### config.mk
export PLATFORM = sky130hd
export DESIGN_NAME = cpu_mem_bridge
export DESIGN_NICKNAME = d
export VERILOG_FILES = /design/src/rtl/cpu_mem_bridge.sv
export SDC_FILE = /design/constraint.sdc
export NUM_CORES = 1
export LEC_CHECK = 0
export BUFFER_PORTS_ARGS = -buffer_cell sky130_fd_sc_hd__buf_2
export CORE_UTILIZATION = 30
export DETAILED_ROUTE_END_ITERATION = 12
export GPL_ROUTABILITY_DRIVEN = 0
export PLACE_DENSITY = 0.56
export SLEW_MARGIN = 5
export SYNTH_ARGS = -nofsm -noshare
export SYNTH_HDL_FRONTEND = slang
export SYNTH_SLANG_ARGS = --single-unit
### constraint.sdc
create_clock -name clk -period 2.45 [get_ports clk]
set_input_delay 0.49 -clock clk [delete_from_list [all_inputs] [get_ports clk]]
set_output_delay 0.49 -clock clk [all_outputs]
set_load 0.1 [all_outputs]
### src/rtl/cpu_mem_bridge.sv
// cpu_mem_bridge: turns one single-cycle SRAM-style core port into a
// split-transaction request/response handshake, generates the core stall
// for that port and applies fixed kseg0/kseg1 translation.
module cpu_mem_bridge #(
  parameter bit TRANSLATE = 1'b1
) (
  input  logic        clk,
  input  logic        rst,
  input  logic        cpu_en,
  input  logic [3:0]  cpu_wen,
  input  logic [31:0] cpu_addr,
  input  logic [31:0] cpu_wdata,
  output logic [31:0] cpu_rdata,
  output logic        stall,
  output logic        mem_req,
  output logic        mem_wr,
  output logic [1:0]  mem_size,
  output logic [3:0]  mem_wstrb,
  output logic [31:0] mem_addr,
  output logic [31:0] mem_wdata,
  input  logic        mem_addr_ok,
  input  logic        mem_data_ok,
  input  logic [31:0] mem_rdata
);

  typedef enum logic [1:0] {S_IDLE, S_REQ, S_WAIT, S_DONE} state_t;

  state_t      state_q, state_d;
  logic        wr_q, wr_d;
  logic [1:0]  size_q, size_d;
  logic [3:0]  wstrb_q, wstrb_d;
  logic [31:0] addr_q, addr_d;
  logic [31:0] wdata_q, wdata_d;
  logic [31:0] rdata_q, rdata_d;

  // request as it would be issued from the current core inputs
  logic        in_wr;
  logic [1:0]  in_size;
  logic [31:0] in_paddr;
  logic [31:0] in_addr;

  // decode core access into size/strobe and the physical address
  always_comb begin
    in_wr    = |cpu_wen;
    in_paddr = cpu_addr;
    if (TRANSLATE && (cpu_addr[31:29] == 3'b100 || cpu_addr[31:29] == 3'b101))
      in_paddr = {3'b000, cpu_addr[28:0]};
    in_addr = in_paddr;
    in_size = 2'd2;
    if (in_wr) begin
      case (cpu_wen)
        4'b0001, 4'b0010, 4'b0100, 4'b1000: in_size = 2'd0;
        4'b0011, 4'b1100:                   in_size = 2'd1;
        default:                            in_size = 2'd2;  // word or illegal mix
      endcase
    end else begin
      in_addr[1:0] = 2'b00;  // reads are always whole words
    end
  end

  // next-state, latch update and read-data capture
  always_comb begin
    state_d = state_q;
    wr_d    = wr_q;
    size_d  = size_q;
    wstrb_d = wstrb_q;
    addr_d  = addr_q;
    wdata_d = wdata_q;
    rdata_d = rdata_q;
    case (state_q)
      S_IDLE: begin
        if (cpu_en) begin
          state_d = mem_addr_ok ? S_WAIT : S_REQ;
          wr_d    = in_wr;
          size_d  = in_size;
          wstrb_d = cpu_wen;
          addr_d  = in_addr;
          wdata_d = cpu_wdata;
        end
      end
      S_REQ:  if (mem_addr_ok) state_d = S_WAIT;
      S_WAIT: begin
        if (mem_data_ok) begin
          state_d = S_DONE;
          rdata_d = mem_rdata;
        end
      end
      S_DONE: state_d = S_IDLE;  // release cycle, core advances here
      default: state_d = S_IDLE;
    endcase
  end

  // memory-side outputs: live from the core in IDLE, latched afterwards
  always_comb begin
    if (state_q == S_IDLE) begin
      mem_wr    = in_wr;
      mem_size  = in_size;
      mem_wstrb = cpu_wen;
      mem_addr  = in_addr;
      mem_wdata = cpu_wdata;
    end else begin
      mem_wr    = wr_q;
      mem_size  = size_q;
      mem_wstrb = wstrb_q;
      mem_addr  = addr_q;
      mem_wdata = wdata_q;
    end
    mem_req   = (state_q == S_IDLE && cpu_en) || (state_q == S_REQ);
    stall     = cpu_en && (state_q != S_DONE);
    cpu_rdata = rdata_q;
  end

  // state and latch registers
  always_ff @(posedge clk) begin
    if (rst) begin
      state_q <= S_IDLE;
      wr_q    <= 1'b0;
      size_q  <= 2'd0;
      wstrb_q <= 4'd0;
      addr_q  <= 32'd0;
      wdata_q <= 32'd0;
      rdata_q <= 32'd0;
    end else begin
      state_q <= state_d;
      wr_q    <= wr_d;
      size_q  <= size_d;
      wstrb_q <= wstrb_d;
      addr_q  <= addr_d;
      wdata_q <= wdata_d;
      rdata_q <= rdata_d;
    end
  end

endmodule

# Yosys cells after proc, flatten, opt, wreduce, memory -nomap -nowiden
# Index checks and enable logic that the tools add are counted.
# classes
n_bitwise,0
magnitude_cmp,0
n_reduce_logical,11
n_eq_ne,15
n_mux,14
shifts,0
div,0
multipliers,0
addsub,0
# op_table
operator,n
32-bit 2-to-1 mux,3
2-bit 2-to-1 mux,7
"4-bit by 2-bit equality test with 1-bit output, second input constant",2
"4-bit equality test, second input constant",2
"2-bit != test, second input constant",4
2-bit case mux with 4 select lines,1
4-bit OR reduction,2
"3-bit equality test, second input constant",2
"2-bit equality test, second input constant",2
"4-bit by 1-bit equality test with 1-bit output, second input constant",1
"4-bit by 3-bit equality test with 1-bit output, second input constant",1
4-bit 2-to-1 mux,1
2-bit case mux with 2 select lines,1
2-bit AND reduction,2
3-bit AND reduction,1
"2-bit by 1-bit equality test with 1-bit output, second input constant",1
1-bit logical AND,2
2-bit logical NOT,1
1-bit logical OR,2
2-bit OR reduction,1
1-bit 2-to-1 mux,1
# word_totals
ramBits,0
latch_bits,0
mem_count,0
out_inout_bits,105
mem_bits_ro,0
regBits,105

# Depth between registers and ports, before layout
# Gate-level depths: netlist (run 1).
# logic_depth
depth_word,5
ltp_mapped,8
depth_no_buf,5

# Least setup slack after synthesis (run 1)
# OpenSTA, ideal clock, no wires.
# synth_path
path_type,register to output
from,reg state_q[0]
to,out mem_addr[0]
stages_incl_launch_ff,7
setup_slack_ns,-1.230
arrival_ns,3.190
required_ns,1.960
n_path_buf,3
path_cell_list,dfxtp_1 -> inv_1 -> ha_1 -> buf_6 -> buf_2 -> buf_2 -> o21ai_0
# synth_between
elab_chain_cells,2
# synth_rtl
item,line_no,text
start: declaration,28,"state_t state_q, state_d;"
start signal: assignment,124,state_q <= state_d;
2-bit logical NOT,95,if (state_q == S_IDLE) begin
32-bit 2-to-1 mux,95,
end: declaration,19,"output logic [31:0] mem_addr,"
# No other way between the ends.

# Worst setup path after layout (run 1)
# layout_path
from,reg state_q[1]
to,out mem_wdata[16]
# layout_between
elab_chain_cells,2
# layout_rtl
item,line_no,text
2-bit logical NOT,95,
32-bit 2-to-1 mux,95,
end: declaration,20,"output logic [31:0] mem_wdata,"
# No other way between the ends.

==> impl_metrics.ini, run 1 <==
[run_status]
status = finished, final reports clean

[clocking]
numCtsBuffers = 9
clk_pin_slew_ps = 80
cts_buffer_depth = 2
htreeDepth = 3
insertion_delay_ps = 350
cts_root_buffer = clkbuf_16
cts.sinks = 105
cts_tree = yes

[sta]
setup_violations = 0
timing_hold_violations_final = 0
final.setup.worst_slack_ps = 86.27
period_needed_ps = 2364
relSlewSlack_pct = 65.07
worst_pin_slew_ps = 519.1
period_share_pct = 96.48
fmax_mhz = 423.1
fin_skew_ps = 9.409
slew_viol_final = 0
rsz0062_at_grt = false

[finish]
finish.instance_area_um2 = 6530
utilization_pct = 42.95
area_growth_pct = 39.88
multiInputGateArea_um2 = 2331
nFillCells = 1555
final_cell_mix = nand2_1, buf_2, dfxtp_1
instances_no_fill = 954
n_antenna_cell = 0
layout-drive-gt1-share_pct = 41.12
layout_commonest_cell = nand2_1
nets = 871
seq_area_um2 = 2102

[global_routing]
grt_pass1_vias = 4110
grt_max_degree = 52
grt_first_pass_wirelength_um = 20240
grt-ovfl-total = 0
grt.total_usage_pct = 15.60
antenna_found_initial = 0

[drt]
vias_per_cell = 4.561
ant_nets = 0
drcViolationCount = 0
first_iter_violations = 179
vias = 4351
drtPass1Iterations = 4
routed_wl_um = 12540
routedWlPerCell_um = 13.15

[logic_synthesis]
synth_cell_types = 31
yosysSeqAreaShare_pct = 45.03
synth_ff_type = dfxtp_1
ys_warn_count = 0
avgSynthCellArea_um2 = 8.190
synthArstFlopShare_pct = 0
synthesis.instances = 570
ys_ff_latch = 105
synth_edf_count = 0
mappedNetlistArea_um2 = 4668
syn-num-nets = 680

[worst_setup_path]
worstSetupStartpointType = flip-flop
worst-path-max-fanout = 23
cp.required_ps = 1960
worstSetupPathType = flip-flop to output pin
cp.arrival_ps = 1870
cp-end-kind = output pin
r2r_slack_ps = 640

[hold_path]
min-delay-path-class = primary input to flip-flop

[placement]
hpwl_um = 8687
dp_slack_ps = 294.6
dpl.cell_count = 936
place_area_um2 = 6031
portBuffers = 209

[flow_run]
drv_cap = 0

[floorplanning]
dieArea_um2 = 16060
row_count = 45
dieWidth_um = 126.7
num_io_pins = 210
die_y_um = 126.7
coreArea_um2 = 15200
start_util_pct = 30.71
flip-flops by register name (all words and copies together), names as in the netlist:
signal and flops:
wdata_q 32, cpu_rdata 32, wstrb_q 4, addr_q 32
state_q 2, wr_q 1, size_q 2
path summary, 6_finish.rpt:
path / start / endpoint / depth (start not counted)
worst max register to register: state_q[1]$_SDFFE_PP0P_ / size_q[1]$_SDFFE_PP0P_ / 7
worst min register to register: wstrb_q[1]$_SDFFE_PP0P_ / wstrb_q[1]$_SDFFE_PP0P_ / 2
worst min-delay path: mem_rdata[13] / cpu_rdata[13]$_SDFFE_PP0P_ / 3
worst max-delay path: state_q[1]$_SDFFE_PP0P_ / mem_wdata[16] / 5
critical path: stages (launching register included):
cell	delay, ps
dfxtp_1	330
inv_1	160
ha_4	230
buf_12	190
mux2_2	340
clkbuf_4	280
cells by family (layout without fill, tap and decap cells):
kind of cell	after synthesis	count (layout)	synth area share (%)
AND/OR/NAND/NOR	222	222	18.79
AO/OA/AOI/OAI	115	115	12.81
flip-flops	105	105	45.03
multiplexers	68	68	16.38
buffers and inverters	54	250	5.468
adder cells (fa/ha/maj)	5	5	1.340
XOR/XNOR	1	1	0.1877
through the flow:
step,TNS (ps),hold WS (ps)
finish,0,372.1
global route,0,360.6
CTS,0,355.0
detailed placement,0,446.8
global placement,0,439.5
floorplan,-2021,433.8
final cells by class:
cell class                      count  share of cell area [%]
Clock buffer                        9                   3.449
Clock inverter                      7                   1.552
Inverter                           11                  0.6323
Multi-Input combinational cell    411                   35.70
Sequential cell                   105                   32.19
Tap cell                          188                   3.602
Timing Repair Buffer              223                   22.88
what timing repair did:
action	CTS	global route
buffers inserted	2	0
endpoints found under the hold margin	0	0
pin swaps	1	0
gates resized for setup	0	123
endpoints found under the setup margin	58	63
hold buffers	0	0
layer usage:
layer | part of all wire [%] | global-route usage (%)
met2 | 43 | 23.95
met4 | 1.2 | 5.252
met3 | 6.6 | 4.386
met5 | 0 | 0
met1 | 49 | 20.99
synthesized netlist by cell type (all sizes together), types with 2 or more instances:
cell type  count  area [um^2]
nand3          6        30.03
and2           2        13.77
buf           27        153.9
nor2           9        33.78
o21ai          5        25.02
o211ai         2        15.01
a21oi        104        520.5
clkbuf        16        60.06
nand2        198        745.7
ha             5        62.56
inv           11        41.29
nand2b         2        12.51
dfxtp        105         2102
mux2          67        754.5
Power of run 1 is left out: the tool's default activity adds up to more than one toggle a clock period on the data nets, which glitch-free logic cannot reach.
==> run 2: changes to the inputs <==
PLACE_DENSITY = 0.58   (was 0.56)
clock period = 2 ns   (was 2.45 ns; I/O delays follow)
==> run 2 against run 1 <==
The flow now finishes with violations (negative setup slack); critical endpoint is now mem_addr[0]; via count grew 2.6%; die area is the same; wire length grew 4.4%; flip-flop and latch count is the same; global-route usage grew 0.84 points; setup slack lost 260 ps; non-clock buffer count grew 14; critical path depth grew 3; clock skew shrank 4.2 ps; clock-buffer cell count grew 3; core utilization grew 3.9 points; hold slack lost 86 ps.
==> impl_metrics.ini, run 2 (synthesis results as in run 1) <==
[clocking]
clk_pin_slew_ps = 70
cts_buffer_depth = 2
htreeDepth = 3
postCtsHoldBufs = 0
insertion_delay_ps = 340
cts.sinks = 105
cts_tree = yes
cts_root_buffer = clkbuf_16
numCtsBuffers = 9

[drt]
routedWlPerCell_um = 13.54
routed_wl_um = 13090
drcViolationCount = 0
vias = 4465
ant_nets = 0
drtPass1Iterations = 4
vias_per_cell = 4.617
first_iter_violations = 158

[floorplanning]
coreArea_um2 = 15200
die_y_um = 126.7
row_count = 45
num_io_pins = 210
start_util_pct = 30.71
dieArea_um2 = 16060
dieWidth_um = 126.7

[global_routing]
antenna_found_initial = 1
grt_pass1_vias = 4270
grt.total_usage_pct = 16.44
grt-ovfl-total = 0
grt_max_degree = 53
grt_first_pass_wirelength_um = 21000

[finish]
area_growth_pct = 52.56
nFillCells = 1510
finish.instance_area_um2 = 7122
final_cell_mix = nand2_1, buf_2, dfxtp_1
layout-drive-gt1-share_pct = 43.00
n_antenna_cell = 0
layout_commonest_cell = nand2_1
utilization_pct = 46.85
nets = 885

[hold_path]
min_path_cells = 3
min-delay-path-class = primary input to flip-flop
min_from = mem_rdata[18]
hold-path-endpoint = cpu_rdata[18]$_SDFFE_PP0P_

[worst_setup_path]
cp.arrival_ps = 1770
cp-end-kind = output pin
worst-path-max-fanout = 6
reg2regPathDepth = 5
worstSetupPathType = flip-flop to output pin
r2r_slack_ps = 220
regToRegStartpoint = state_q[0]$_SDFFE_PP0P_
cp.required_ps = 1600
r2r_end = state_q[1]$_SDFFE_PP0P_
worstSetupStartpointType = flip-flop

[sta]
fmax_mhz = 459.9
relSlewSlack_pct = 63.54
setup_violations = 69
timing_hold_violations_final = 0
rsz0062_at_grt = true
worst_pin_slew_ps = 546.9
whs_ps = 285.7
period_needed_ps = 2174
period_share_pct = 108.7
fin_skew_ps = 5.227
final.setup.worst_slack_ps = -174.5
slew_viol_final = 0

[run_status]
violations = negative setup slack
status = finished, violations left

[flow_run]
drv_cap = 0

[placement]
place_area_um2 = 6172
hpwl_um = 8679
dp_slack_ps = 78.50
portBuffers = 209
[run 2: changes by cell type in the layout (fill, tap and decap cells not counted), sizes merged]
cell	delta
buf	+17
inv	-2
bufinv	-1
clkinvlp	-1
[run 2: stage by stage]
stage	setup TNS [ps]	cells
5_1_grt	-12310	967
3_5_place_dp	0	941
2_1_floorplan	-243.5	570
3_3_place_gp	0	941
4_1_cts	-9378	966
6_report	-7566	967
[run 2: worst max path at each step]
stage,from,to,cells past startpoint
2_1_floorplan,state_q[1]$_SDFFE_PP0P_,mem_size[0],7
3_3_place_gp,cpu_wen[0],mem_addr[1],5
3_5_place_dp,cpu_wen[0],mem_addr[1],5
4_1_cts,state_q[0]$_SDFFE_PP0P_,mem_addr[0],8
5_1_grt,state_q[0]$_SDFFE_PP0P_,mem_addr[0],8
6_report,state_q[0]$_SDFFE_PP0P_,mem_addr[0],8
[run 2: critical path: stages, from the launching register on]
cell and delay [ps]:
dfxtp_2 350, inv_4 40, ha_4 200, buf_16 150
buf_12 130, buf_12 120, buf_6 110, o21ai_4 130
buf_12 190
[run 2: metal layers]
layer | vias to the layer above | wire length [um] | GRT usage [%]
met5 | - | 9 | 0
met4 | 2 | 191 | 4.692
met3 | 17 | 907 | 5.483
met2 | 146 | 5918 | 26.49
met1 | 2016 | 6067 | 20.91
li1 | 2284 | - | -
[run 2: final cells by class]
cell class	instances	area [um^2]	share of cell area, %
Clock inverter	3	42.54	0.5973
Tap cell	188	235.2	3.303
Sequential cell	105	2105	29.55
Multi-Input combinational cell	411	2441	34.28
Inverter	11	43.79	0.6149
Clock buffer	12	236.5	3.320
Timing Repair Buffer	237	2018	28.34
[run 2: timing repair]
item                       CTS  global route
gates cloned                 1             0
setup endpoints to repair   71            73
pin swaps                    0             1
resized for setup          161             2
setup buffers                9             1
Power of run 2 is left out for the same reason.
==> run 3: changes to the inputs <==
CORE_UTILIZATION = 35   (was 30)
PLACE_DENSITY = 0.63   (was 0.58)
SKIP_CTS_REPAIR_TIMING = 1   (was unset)
clock period = 2.7 ns   (was 2 ns; I/O delays follow)
==> run 3 against run 2 <==
The flow now finishes without violations; core utilization rose by 1.4 points; flip-flop and latch count did not move; clock skew rose by 1.8 ps; critical path type unchanged; critical endpoint is now mem_addr[23]; largest cell class unchanged.
==> impl_metrics.ini, run 3 (synthesis results as in run 1) <==
[run_status]
status = finished, final reports clean

[drt]
ant_nets = 0
drtPass1Iterations = 5
vias_per_cell = 4.810
routed_wl_um = 12440
vias = 4497
first_iter_violations = 245
routedWlPerCell_um = 13.31
drcViolationCount = 0

[worst_setup_path]
worstSetupStartpointType = flip-flop
cp.required_ps = 2160
worstSetupPathType = flip-flop to output pin
cp.arrival_ps = 2060
cp-end-kind = output pin
worst-path-max-fanout = 31

[finish]
area_growth_pct = 32.48
nFillCells = 1252
n_antenna_cell = 0
multiInputGateArea_um2 = 2338
layout_commonest_cell = buf_2
utilization_pct = 48.22
nets = 868
final_cell_mix = buf_2, nand2_1, dfxtp_1
finish.instance_area_um2 = 6185
seq_area_um2 = 2102
layout-drive-gt1-share_pct = 41.15

[placement]
hpwl_um = 8856
portBuffers = 209
place_area_um2 = 5861

[global_routing]
grt.total_usage_pct = 17.98
grt_first_pass_wirelength_um = 20110
grt_max_degree = 42
antenna_found_initial = 0
grt_pass1_vias = 4349
grt-ovfl-total = 0

[sta]
relSlewSlack_pct = 64.05
setup_violations = 0
timing_hold_violations_final = 0
whs_ps = 427.9
period_share_pct = 96.26
period_needed_ps = 2599
fmax_mhz = 384.8
fin_skew_ps = 6.981
worst_pin_slew_ps = 534.4
slew_viol_final = 0
rsz0062_at_grt = false

[flow_run]
drv_cap = 0

[clocking]
htreeDepth = 3
numCtsBuffers = 9
cts.sinks = 105
cts_buffer_depth = 2
cts_tree = yes
clk_pin_slew_ps = 70
insertion_delay_ps = 350
cts_root_buffer = clkbuf_16

[floorplanning]
dieArea_um2 = 13800
coreArea_um2 = 12820
die_y_um = 117.5
row_count = 41
start_util_pct = 36.40
num_io_pins = 210
dieWidth_um = 117.5

[hold_path]
min-delay-path-class = primary input to flip-flop
run 3: changes by cell type in the layout (fill, tap and decap cells not counted), moves of 9 or more:
cell	previous run	this run
buf_12	28	3
buf_2	135	204
buf_4	18	9
buf_6	55	1
mux2_2	55	67
mux2_4	12	0
run 3: through the flow:
stage,worst slack (ps),setup TNS (ps),std cells
floorplan,-296.5,-593.0,570
global placement,396.5,0,918
detailed placement,348.1,0,918
CTS,-52.16,-1782,934
global route,12.99,0,935
finish,101.1,0,935
run 3: path summary, 6_finish.rpt:
check | start | endpoint | slack [ps] | depth (start not counted)
worst min-delay path | mem_rdata[22] | cpu_rdata[22]$_SDFFE_PP0P_ | 430 | 3
worst max-delay path | state_q[1]$_SDFFE_PP0P_ | mem_addr[23] | 100 | 5
worst max register to register | state_q[1]$_SDFFE_PP0P_ | wdata_q[11]$_SDFFE_PP0P_ | 770 | 7
worst min register to register | cpu_rdata[15]$_SDFFE_PP0P_ | cpu_rdata[15]$_SDFFE_PP0P_ | 450 | 2
run 3: final cells by class:
class,instances,area share (%)
clock buffer,10,3.864
clock inverter,6,1.072
inverter,11,0.6676
multi-input combinational,411,37.81
sequential,105,33.99
tap,172,3.480
timing repair buffer,220,19.12
run 3: critical path, cell delays in order (launching register included):
cell,delay [ps]
dfxtp_1,330
inv_1,160
ha_4,320
buf_12,240
mux2_2,350
buf_2,290
run 3: routing by layer:
metal  track usage (%)  vias to the layer above  routed length [um]
met1             19.86                     2068                5191
met5                 0                        -                   0
met4             7.772                        0                 255
met3             6.492                       17                 980
li1                  -                     2253                   -
met2             30.99                      159                6016
Power of run 3 is left out for the same reason.
